File: src/rtl/csa_pkg.sv
`default_nettype none
// +--------------------------------------------------------------------+
// | csa_pkg : shared state encoding and sizing helpers for csa_resolver |
// | Rev 1.0                                                             |
// +--------------------------------------------------------------------+
package csa_pkg;

  localparam int CSA_CHUNK_DEFAULT = 16;

  typedef logic [1:0] csa_state_t;

  localparam logic [1:0] S_IDLE = 2'd0;
  localparam logic [1:0] S_ADD  = 2'd1;
  localparam logic [1:0] S_DONE = 2'd2;

  // Two guard bits on top of WIDTH hold the full sum + 2*carry value.
  function automatic int csa_nchunk(input int width, input int chunk);
    return (width + 2 + chunk - 1) / chunk;
  endfunction

endpackage
`default_nettype wire

File: src/rtl/csa_chunk_adder.sv
`default_nettype none
// +--------------------------------------------------------------------+
// | csa_chunk_adder : combinational CHUNK-bit adder with carry in/out   |
// | Rev 1.0                                                             |
// +--------------------------------------------------------------------+
module csa_chunk_adder #(
  parameter int CHUNK = 16
) (
  input  logic [CHUNK-1:0] a_i,
  input  logic [CHUNK-1:0] b_i,
  input  logic             cin_i,
  output logic [CHUNK-1:0] s_o,
  output logic             cout_o
);

  assign {cout_o, s_o} = {1'b0, a_i} + {1'b0, b_i} + {{CHUNK{1'b0}}, cin_i};

endmodule
`default_nettype wire

File: src/rtl/csa_resolver.sv
`default_nettype none
// +--------------------------------------------------------------------+
// | csa_resolver : multi-cycle chunked CPA turning sum/carry into binary |
// | Rev 1.0                                                             |
// +--------------------------------------------------------------------+
module csa_resolver
  import csa_pkg::*;
#(
  parameter int WIDTH = 62,
  parameter int CHUNK = CSA_CHUNK_DEFAULT
) (
  input  logic             clk,
  input  logic             rst_n,
  input  logic             in_valid,
  output logic             in_ready,
  input  logic [WIDTH-1:0] in_sum,
  input  logic [WIDTH-1:0] in_carry,
  output logic             out_valid,
  input  logic             out_ready,
  output logic [WIDTH+1:0] out_data,
  output logic             busy
);

  localparam int NCHUNK = csa_nchunk(WIDTH, CHUNK);
  localparam int PW     = NCHUNK * CHUNK;
  localparam int CW     = $clog2(NCHUNK + 1);
  localparam logic [CW-1:0] CNT_END = CW'(NCHUNK);

  csa_state_t    state_q, state_d;
  logic [PW-1:0] a_q, a_d;
  logic [PW-1:0] b_q, b_d;
  logic [PW-1:0] res_q, res_d;
  logic          carry_q, carry_d;
  logic [CW-1:0] cnt_q, cnt_d;

  logic [CHUNK-1:0] add_s;
  logic             add_co;

  csa_chunk_adder #(.CHUNK(CHUNK)) u_chunk_adder (
    .a_i   (a_q[CHUNK-1:0]),
    .b_i   (b_q[CHUNK-1:0]),
    .cin_i (carry_q),
    .s_o   (add_s),
    .cout_o(add_co)
  );

  // Operands shift down one slice per add; result slices enter at the top
  // so slice k lands at bit k*CHUNK once all NCHUNK slices are in. The
  // cycle with cnt_q == NCHUNK only holds, leaving the top carry-out visible.
  always_comb begin
    state_d = state_q;
    a_d     = a_q;
    b_d     = b_q;
    res_d   = res_q;
    carry_d = carry_q;
    cnt_d   = cnt_q;
    case (state_q)
      S_IDLE: begin
        if (in_valid) begin
          a_d     = {{(PW-WIDTH){1'b0}}, in_sum};
          b_d     = {{(PW-WIDTH-1){1'b0}}, in_carry, 1'b0};
          carry_d = 1'b0;
          cnt_d   = '0;
          state_d = S_ADD;
        end
      end
      S_ADD: begin
        if (cnt_q == CNT_END) begin
          state_d = S_DONE;
        end else begin
          res_d   = {add_s, res_q[PW-1:CHUNK]};
          a_d     = a_q >> CHUNK;
          b_d     = b_q >> CHUNK;
          carry_d = add_co;
          cnt_d   = cnt_q + 1'b1;
        end
      end
      S_DONE: begin
        if (out_ready) state_d = S_IDLE;
      end
      default: state_d = S_IDLE;
    endcase
  end

  always_ff @(posedge clk or negedge rst_n) begin
    if (!rst_n) begin
      state_q <= S_IDLE;
      a_q     <= '0;
      b_q     <= '0;
      res_q   <= '0;
      carry_q <= 1'b0;
      cnt_q   <= '0;
    end else begin
      state_q <= state_d;
      a_q     <= a_d;
      b_q     <= b_d;
      res_q   <= res_d;
      carry_q <= carry_d;
      cnt_q   <= cnt_d;
    end
  end

  assign in_ready  = (state_q == S_IDLE);
  assign busy      = (state_q == S_ADD);
  assign out_valid = (state_q == S_DONE);
  assign out_data  = res_q[WIDTH+1:0];

endmodule
`default_nettype wire

File: config.mk
export PLATFORM = sky130hd
export DESIGN_NAME = csa_resolver
export DESIGN_NICKNAME = d
export VERILOG_FILES = /design/src/rtl/csa_pkg.sv /design/src/rtl/csa_chunk_adder.sv /design/src/rtl/csa_resolver.sv
export SDC_FILE = /design/constraint.sdc
export NUM_CORES = 1
export LEC_CHECK = 0
export CELL_PAD_IN_SITES_DETAIL_PLACEMENT = 0
export CELL_PAD_IN_SITES_GLOBAL_PLACEMENT = 2
export CORE_MARGIN = 2
export CORE_UTILIZATION = 33
export DETAILED_ROUTE_END_ITERATION = 8
export GPL_ROUTABILITY_DRIVEN = 0
export PLACE_DENSITY_LB_ADDON = 0.1
export SYNTH_ARGS = -nofsm -noshare
export SYNTH_HDL_FRONTEND = slang
export SYNTH_SLANG_ARGS = --single-unit
File: constraint.sdc
create_clock -name clk -period 3.4 [get_ports clk]
set_input_delay 0.68 -clock clk [delete_from_list [all_inputs] [get_ports clk]]
set_output_delay 0.68 -clock clk [all_outputs]
set_load 0.05 [all_outputs]
Word level (Yosys, flattened, before mapping)
Index checks and enable logic that the tools add are counted.
{"block": "word_totals", "register_bits": 198, "elab_cells": 38}
{"block": "op_classes", "add_sub_neg": 3, "eq_ne": 7, "mux": 16, "n_bitwise": 1, "n_reduce_logical": 5}
{"operator": "$mux W64", "count": 4}
{"operator": "$pmux W64 S2", "count": 2}
{"operator": "$add A16 B16 Y17", "count": 1}
{"operator": "$add A17 B1 Y17", "count": 1}
{"operator": "$mux W2", "count": 3}
{"operator": "$mux W3", "count": 2}
{"operator": "$pmux W2 S3", "count": 1}
{"operator": "$pmux W3 S2", "count": 1}
{"operator": "$reduce_and A3 Y1", "count": 2}
{"operator": "$ne A2 B1 Y1 const B", "count": 2}
{"operator": "$ne A2 B2 Y1 const B", "count": 2}
{"operator": "$add A3 B1 Y3 const B", "count": 1}
{"operator": "$eq A3 B3 Y1 const B", "count": 1}
{"operator": "$eq A2 B1 Y1 const B", "count": 1}
{"operator": "$eq A2 B2 Y1 const B", "count": 1}
{"operator": "$logic_not A2 Y1", "count": 1}
{"operator": "$mux W1", "count": 2}
{"operator": "$pmux W1 S2", "count": 1}
{"operator": "$reduce_and A2 Y1", "count": 1}
{"operator": "$reduce_bool A2 Y1", "count": 1}
{"operator": "$not A1 Y1", "count": 1}

Depth between registers and ports, before layout
Gate-level depths: netlist (run 1).
{"block": "depth", "ltp_word": 4, "mapped_depth": 8}

Hierarchy
Synthesis (run 1) repeated with hierarchy kept, for this count alone.
{"block": "unflattened", "cells_unflattened": 633, "hier_area_um2": 9093.7}
{"module": "csa_resolver", "n_inst": 1, "cells_each": 539, "area_per_inst_um2": 8346.8}
{"module": "csa_chunk_adder", "n_inst": 1, "cells_each": 94, "area_per_inst_um2": 747.0}

Worst setup path after synthesis (run 1)
Ideal clock, no wire load.
{"block": "synth_path", "path_type": "reg2reg", "from": "reg state_q[0]", "to": "reg a_q[0]", "t_arrival_ns": 1.940, "required_ns": 3.276, "slack_ns": 1.336, "stages_incl_launch_ff": 9, "path_buffers": 3, "period_less_slack_ns": 2.064, "cell_sequence": "dfrtp_1 > nor2_1 > and2_1 > buf_4 > nor2_4 > buf_4 > buf_2 > nand2_1 > nand2_1"}
{"block": "synth_via", "elab_chain_len": 3}
{"item": "start, declared", "line_no": "csa_resolver.sv:29", "rtl": "csa_state_t state_q, state_d;"}
{"item": "start signal, assigned", "line_no": "csa_resolver.sv:94", "rtl": "state_q <= state_d;"}
{"item": "$logic_not A2 Y1 *"}
{"item": "via in_ready", "line_no": "csa_resolver.sv:15", "rtl": "output logic in_ready,"}
{"item": "$ne A2 B2 Y1 (no source line) or $reduce_bool A2 Y1 (tied branches)"}
{"item": "$reduce_and A3 Y1 (no source line)"}
{"item": "end signal, assigned", "line_no": "csa_resolver.sv:88", "rtl": "a_q <= '0;"}
{"item": "end signal, assigned", "line_no": "csa_resolver.sv:95", "rtl": "a_q <= a_d;"}
{"item": "end, declared", "line_no": "csa_resolver.sv:30", "rtl": "logic [PW-1:0] a_q, a_d;"}
Mark *: on every way through the listed nets, which the timed path passes. The rest lies on a longest branch.
A chain may end at the register's enable or synchronous reset.

Worst setup path after layout (run 1)
{"block": "layout_path", "from": "reg state_q[1]", "to": "out busy"}
{"block": "layout_via", "elab_chain_len": 1}
{"item": "$eq A2 B1 Y1", "line_no": "csa_resolver.sv:104", "rtl": "assign busy = (state_q == S_ADD);"}
{"item": "end, declared", "line_no": "csa_resolver.sv:21", "rtl": "output logic busy"}
No other way between the ends.

==> impl_metrics.tcl, run 1 <==
set metrics [dict create \
    synth_cells 880 \
    dieWidth_um 165 \
    mostFrequentLayoutCells "nand2_1 (357), dfrtp_1 (195), clkdlybuf4s50_1 (193)" \
    layout_commonest_cell "nand2_1" \
    viasPerCell 4.79 \
    dp_cells 1360 \
    start_util_pct 33.7 \
    synth_ff_type "dfrtp_1" \
    insertion_delay_ns 0.43 \
    slowest_stage "clkdlybuf4s50_1" \
    r2r-start "a_q[0]" \
    fin_skew_ns 0.0139 \
    power_mw 12.3 \
    drcViolationCount 0 \
    status "finished clean" \
    ios 195 \
    p_leak_nw 5.40 \
    max_stage_delay_ns 0.85 \
    numCtsBuffers 17 \
    maxSlewViolCount 0 \
    routedWlPerCell_um 16.2 \
    stdcell_count 1392 \
    diodes 0 \
    die_h_um 165 \
    vias 6663 \
    grt_use_total_pct 17.1 \
    period_share_pct 79.7 \
    yosysWarnings 0 \
    clock_path_buffers 2 \
    clk_pin_slew_ns 0.08 \
    postCtsHoldBufs 0 \
    yosysUniqueCellTypes 49 \
    setup_violations 0 \
    ys_seq_area_share_pct 57.4 \
    slew_headroom_pct 40.6 \
    seqCellArea_um2 4880 \
    cp.depth 3 \
    fin_crit_ns 2.71 \
    worstReg2RegEnd "carry_q" \
    rows 58 \
    syn-num-nets 1027 \
    final_antenna_net_count 0 \
    numClockSinks 195 \
    clockRootBuffer "clkbuf_16" \
    synth.avg_cell_area_um2 9.66 \
    p_per_area_nw_per_um2 1090 \
    fin_nets 1196 \
    core_um2 25300 \
    synthArstFlopShare_pct 100 \
    rrSetupSlack_ns 1.10 \
    min_path_type "primary input to async pin" \
    first_iter_violations 428 \
    drive_above_1_share_pct 4.90 \
    ys_ff_latch 195 \
    hold_violations 0 \
    dr.pass1.iters 4 \
    cp_data_required_time_ns 2.72 \
    path_delay_family "buffers and inverters" \
    cp_data_arrival_time_ns 2.03 \
    worst_pin_slew_ns 0.892 \
    portBuffers 194 \
    grt_first_pass_wirelength_mm 36.4 \
    max_freq_mhz 369 \
    synth_edf_count 0 \
    crit_path_end_kind "primary output" \
    cts_tree "yes" \
    crit_type "flop to primary output" \
    rsz0062_at_grt "false" \
    cp_max_fo 3 \
    grt_max_degree 87 \
    fillers 2491 \
    synthesis.area_um2 8500 \
    hpwlAfterDp_mm 15.5 \
    die_area_um2 27100 \
    setup_tns_ns 0 \
    critPathBufInv 2 \
    htreeDepth 4 \
    grt_pass1_vias 6729 \
    reg2reg_depth 8 \
    syn_to_final_growth_pct 33.1 \
    multi_input_area_um2 3330 \
    drv_cap 0 \
    grt_overflow 0 \
    antenna_found_initial 0 \
    cts_setup_buffers 0 \
    cp-start-kind "flop" \
    ir_drop_mv 0.615 \
    totalWireLength_mm 22.5 \
    ctsResizeCount 0 \
    worstPathCellList "nand2b_1 > inv_1 > clkdlybuf4s50_1" \
]
## cells in the mapped netlist, types with 2 or more instances
| master | count | share of area, % |
|---|---|---|
| a211o_1 | 2 | 0.21 |
| o211ai_1 | 5 | 0.44 |
| buf_4 | 4 | 0.35 |
| nor3_1 | 3 | 0.18 |
| buf_2 | 31 | 1.8 |
| o21ai_0 | 18 | 1.1 |
| mux2i_1 | 2 | 0.24 |
| nand2_1 | 358 | 16 |
| a21oi_2 | 2 | 0.21 |
| and4_1 | 2 | 0.21 |
| a22oi_1 | 93 | 8.2 |
| or3_1 | 2 | 0.15 |
| ha_1 | 17 | 2.5 |
| inv_1 | 10 | 0.44 |
| xor2_1 | 7 | 0.72 |
| xnor2_1 | 2 | 0.21 |
| nand3_1 | 6 | 0.35 |
| and3_1 | 2 | 0.15 |
| nor2_1 | 9 | 0.40 |
| buf_1 | 7 | 0.31 |
| fa_1 | 2 | 0.47 |
| clkbuf_1 | 13 | 0.57 |
| nand2b_1 | 4 | 0.29 |
| a21o_1 | 3 | 0.26 |
| dfrtp_1 | 195 | 57 |
| a22o_1 | 33 | 3.4 |
| and2_1 | 2 | 0.15 |
| a21oi_1 | 17 | 1.0 |
| nand4_1 | 3 | 0.22 |
| o21ai_1 | 7 | 0.41 |
## routing by layer
metal	wire, um	track usage [%]	vias to the layer above
li1	-	-	3339
met1	10800	24.2	3146
met2	10100	26.5	170
met3	1510	4.97	8
met4	126	3.08	0
met5	0	0	-
## power breakdown
group	internal (mW)	switching, mW
sequential	3.35	0.684
clock	1.08	0.952
combinational	2.15	4.12
total	6.59	5.75
## worst register-to-register path, cell delays in order, from the launching register on
cell      delay (ns)
dfrtp_1         0.41
fa_1            0.47
inv_1           0.10
fa_1            0.20
nand2b_1        0.14
a21o_1          0.24
a21oi_1         0.12
or2_1           0.27
a41o_1          0.23
## metrics by stage
step | utilization [%] | setup WS [ns] | area (um2) | hold slack (ns)
6_report | 44.8 | 0.691 | 11300 | 0.217
5_1_grt | 44.8 | 0.595 | 11300 | 0.265
4_1_cts | 44.8 | 0.663 | 11300 | 0.250
3_5_place_dp | 42.5 | 1.04 | 10700 | 0.461
3_3_place_gp | 42.5 | 1.01 | 10700 | 0.456
2_1_floorplan | - | 1.34 | 8500 | 0.384
## registers in the layout, indices dropped and copies added (netlist names)
signal	flops
a_q	62
b_q	63
carry_q	1
cnt_q	3
out_data	64
state_q	2
## worst max-delay path by stage
| stage | start | slack, ns | to |
|---|---|---|---|
| final | state_q[1] | 0.69 | busy |
| after CTS | state_q[1] | 0.66 | busy |
| after global routing | state_q[1] | 0.60 | busy |
| after global placement | in_valid | 1.01 | b_q[33] |
| after floorplan | state_q[0] | 1.34 | a_q[0] |
| after detailed placement | in_valid | 1.04 | b_q[33] |
## final cells by class
| cell class | count | share of cell area [%] |
|---|---|---|
| Sequential cell | 195 | 43.1 |
| Inverter | 11 | 0.365 |
| Multi-Input combinational cell | 618 | 29.4 |
| Tap cell | 330 | 3.65 |
| Clock inverter | 12 | 1.18 |
| Timing Repair Buffer | 206 | 18.2 |
| Clock buffer | 20 | 4.04 |
## cells by family after synthesis
group	count (synthesis)	synth area share (%)
xor+xnor	9	0.927
simple gates	397	18.5
compound gates	191	16.3
mux	2	0.235
fa+ha+maj	19	2.97
buf+inv	67	3.68
flops	195	57.4
Power figures use the tool's default switching activity.
==> run 2: changes to the inputs <==
--- a/config.mk
+++ b/config.mk
@@ -8,7 +8,7 @@
 export CELL_PAD_IN_SITES_DETAIL_PLACEMENT = 0
 export CELL_PAD_IN_SITES_GLOBAL_PLACEMENT = 2
 export CORE_MARGIN = 2
-export CORE_UTILIZATION = 33
+export CORE_UTILIZATION = 31
 export DETAILED_ROUTE_END_ITERATION = 8
 export GPL_ROUTABILITY_DRIVEN = 0
 export PLACE_DENSITY_LB_ADDON = 0.1
==> constraint.sdc (replaced) <==
create_clock -name clk -period 2.59 [get_ports clk]
set_input_delay 0.518 -clock clk [delete_from_list [all_inputs] [get_ports clk]]
set_output_delay 0.518 -clock clk [all_outputs]
set_load 0.05 [all_outputs]
==> run 2 against run 1 <==
Clock skew about the same. Critical path depth fell by 1. First-iteration DRC count decreased by 6.5%. Critical path type unchanged. Largest cell class unchanged.
==> impl_metrics.tcl, run 2 (synthesis gave the netlist of run 1 again) <==
set metrics [dict create \
    cp_data_required_time_ns 2.07 \
    clock_path_buffers 2 \
    die_h_um 170 \
    fin_crit_ns 2.40 \
    final_area_um2 11400 \
    crit_type "flop to primary output" \
    slew_headroom_pct 58.3 \
    fin_skew_ns 0.0135 \
    vias 6670 \
    clk_pin_slew_ns 0.08 \
    routedWlPerCell_um 16.4 \
    hold_ws_ns 0.0119 \
    grt_pass1_vias 6745 \
    first_iter_violations 400 \
    viasPerCell 4.76 \
    syn_to_final_growth_pct 33.7 \
    startpoint "state_q[0]" \
    layout_commonest_cell "nand2_1" \
    ir_drop_mv 0.949 \
    hold_violations 0 \
    stdcell_count 1402 \
    setup_violations 0 \
    dieWidth_um 170 \
    cts_setup_buffers 0 \
    diodes 0 \
    mostFrequentLayoutCells "nand2_1 (357), dfrtp_1 (195), clkdlybuf4s50_1 (192)" \
    grt_overflow 0 \
    worst_pin_slew_ns 0.625 \
    portBuffers 194 \
    p_per_area_nw_per_um2 1430 \
    period_share_pct 92.8 \
    start_util_pct 31.6 \
    reg2reg_depth 8 \
    grt_first_pass_wirelength_mm 37.5 \
    status "finished clean" \
    cp-start-kind "flop" \
    die_area_um2 28800 \
    p_leak_nw 5.41 \
    drv_cap 0 \
    worstReg2RegEnd "carry_q" \
    drcViolationCount 0 \
    hpwlAfterDp_mm 15.6 \
    final_core_util_pct 42.2 \
    numClockSinks 195 \
    numCtsBuffers 17 \
    rows 60 \
    fin_nets 1195 \
    maxSlewViolCount 0 \
    clockRootBuffer "clkbuf_16" \
    rsz0062_at_grt "false" \
    largest_reg_flops 64 \
    dpl_cell_area_um2 10800 \
    r2r-start "a_q[0]" \
    setup_tns_ns 0 \
    drive_above_1_share_pct 4.81 \
    dr.pass1.iters 5 \
    cp_data_arrival_time_ns 1.89 \
    min_path_type "primary input to async pin" \
    dp_cells 1370 \
    crit_path_end_kind "primary output" \
    crit_end "in_ready" \
    final_antenna_net_count 0 \
    core_um2 27000 \
    insertion_delay_ns 0.43 \
    cts_tree "yes" \
    grt_max_degree 126 \
    ios 195 \
    postCtsHoldBufs 0 \
    htreeDepth 4 \
    cp_max_fo 3 \
    max_freq_mhz 416 \
    antenna_found_initial 0 \
    totalWireLength_mm 23.0 \
    rrSetupSlack_ns 0.31 \
    grt_use_total_pct 16.5 \
]
==> run 2: how the worst min path moves through the flow <==
stage	start	to	slack (ns)	depth (start not counted)
floorplan	rst_n	a_q[0]	0.22	0
global placement	out_data[4]	out_data[4]	0.46	2
detailed placement	out_data[15]	out_data[15]	0.46	2
CTS	rst_n	out_data[0]	0.04	1
global route	rst_n	out_data[0]	0.06	1
finish	rst_n	out_data[0]	0.01	1
==> run 2: critical path, cell delays in order, from the launching register on <==
cell	delay, ns
dfrtp_1	0.40
nor2_1	0.21
clkdlybuf4s50_1	0.84
==> run 2: per-stage QoR <==
step / total power [mW] / setup WS (ns)
floorplan: 11.1 / 0.526
global placement: 13.8 / 0.325
detailed placement: 13.8 / 0.322
CTS: 16.5 / 0.0177
global route: 17.6 / 0.0893
finish: 16.2 / 0.186
==> run 2: cell type report <==
class	count	area, um2
Multi-Input combinational cell	618	3330
Clock inverter	14	143
Timing Repair Buffer	205	2120
Tap cell	341	427
Clock buffer	18	429
Inverter	11	41.3
Sequential cell	195	4880
Fill cell	2710	15600
==> run 2: report_power, final <==
| group | switching (mW) | internal (mW) | leakage [nW] | total [mW] |
|---|---|---|---|---|
| sequential | 0.882 | 4.40 | 2.49 | 5.29 |
| clock | 1.29 | 1.29 | 0.279 | 2.58 |
| combinational | 5.43 | 2.91 | 2.64 | 8.35 |
==> run 2: metal layers <==
layer  GRT usage (%)  vias to the layer above  wire length (um)
met2            25.7                      162             10300
met1            23.0                     3157             11100
li1                -                     3340                 -
met3            3.68                       11              1320
met4            4.46                        0               199
met5               0                        -                 0
==> run 2: what timing repair did <==
item / CTS / global route
setup endpoints to repair: 0 / 1
endpoints found under the hold margin: 0 / 0
resized for setup: 0 / 1
==> run 3: changes to the inputs <==
--- a/config.mk
+++ b/config.mk
@@ -12,6 +12,7 @@
 export DETAILED_ROUTE_END_ITERATION = 8
 export GPL_ROUTABILITY_DRIVEN = 0
 export PLACE_DENSITY_LB_ADDON = 0.1
+export SLEW_MARGIN = 20
 export SYNTH_ARGS = -nofsm -noshare
 export SYNTH_HDL_FRONTEND = slang
 export SYNTH_SLANG_ARGS = --single-unit
==> results of run 3 <==
No change in the layout: final DEF, timing and power equal those of run 2.
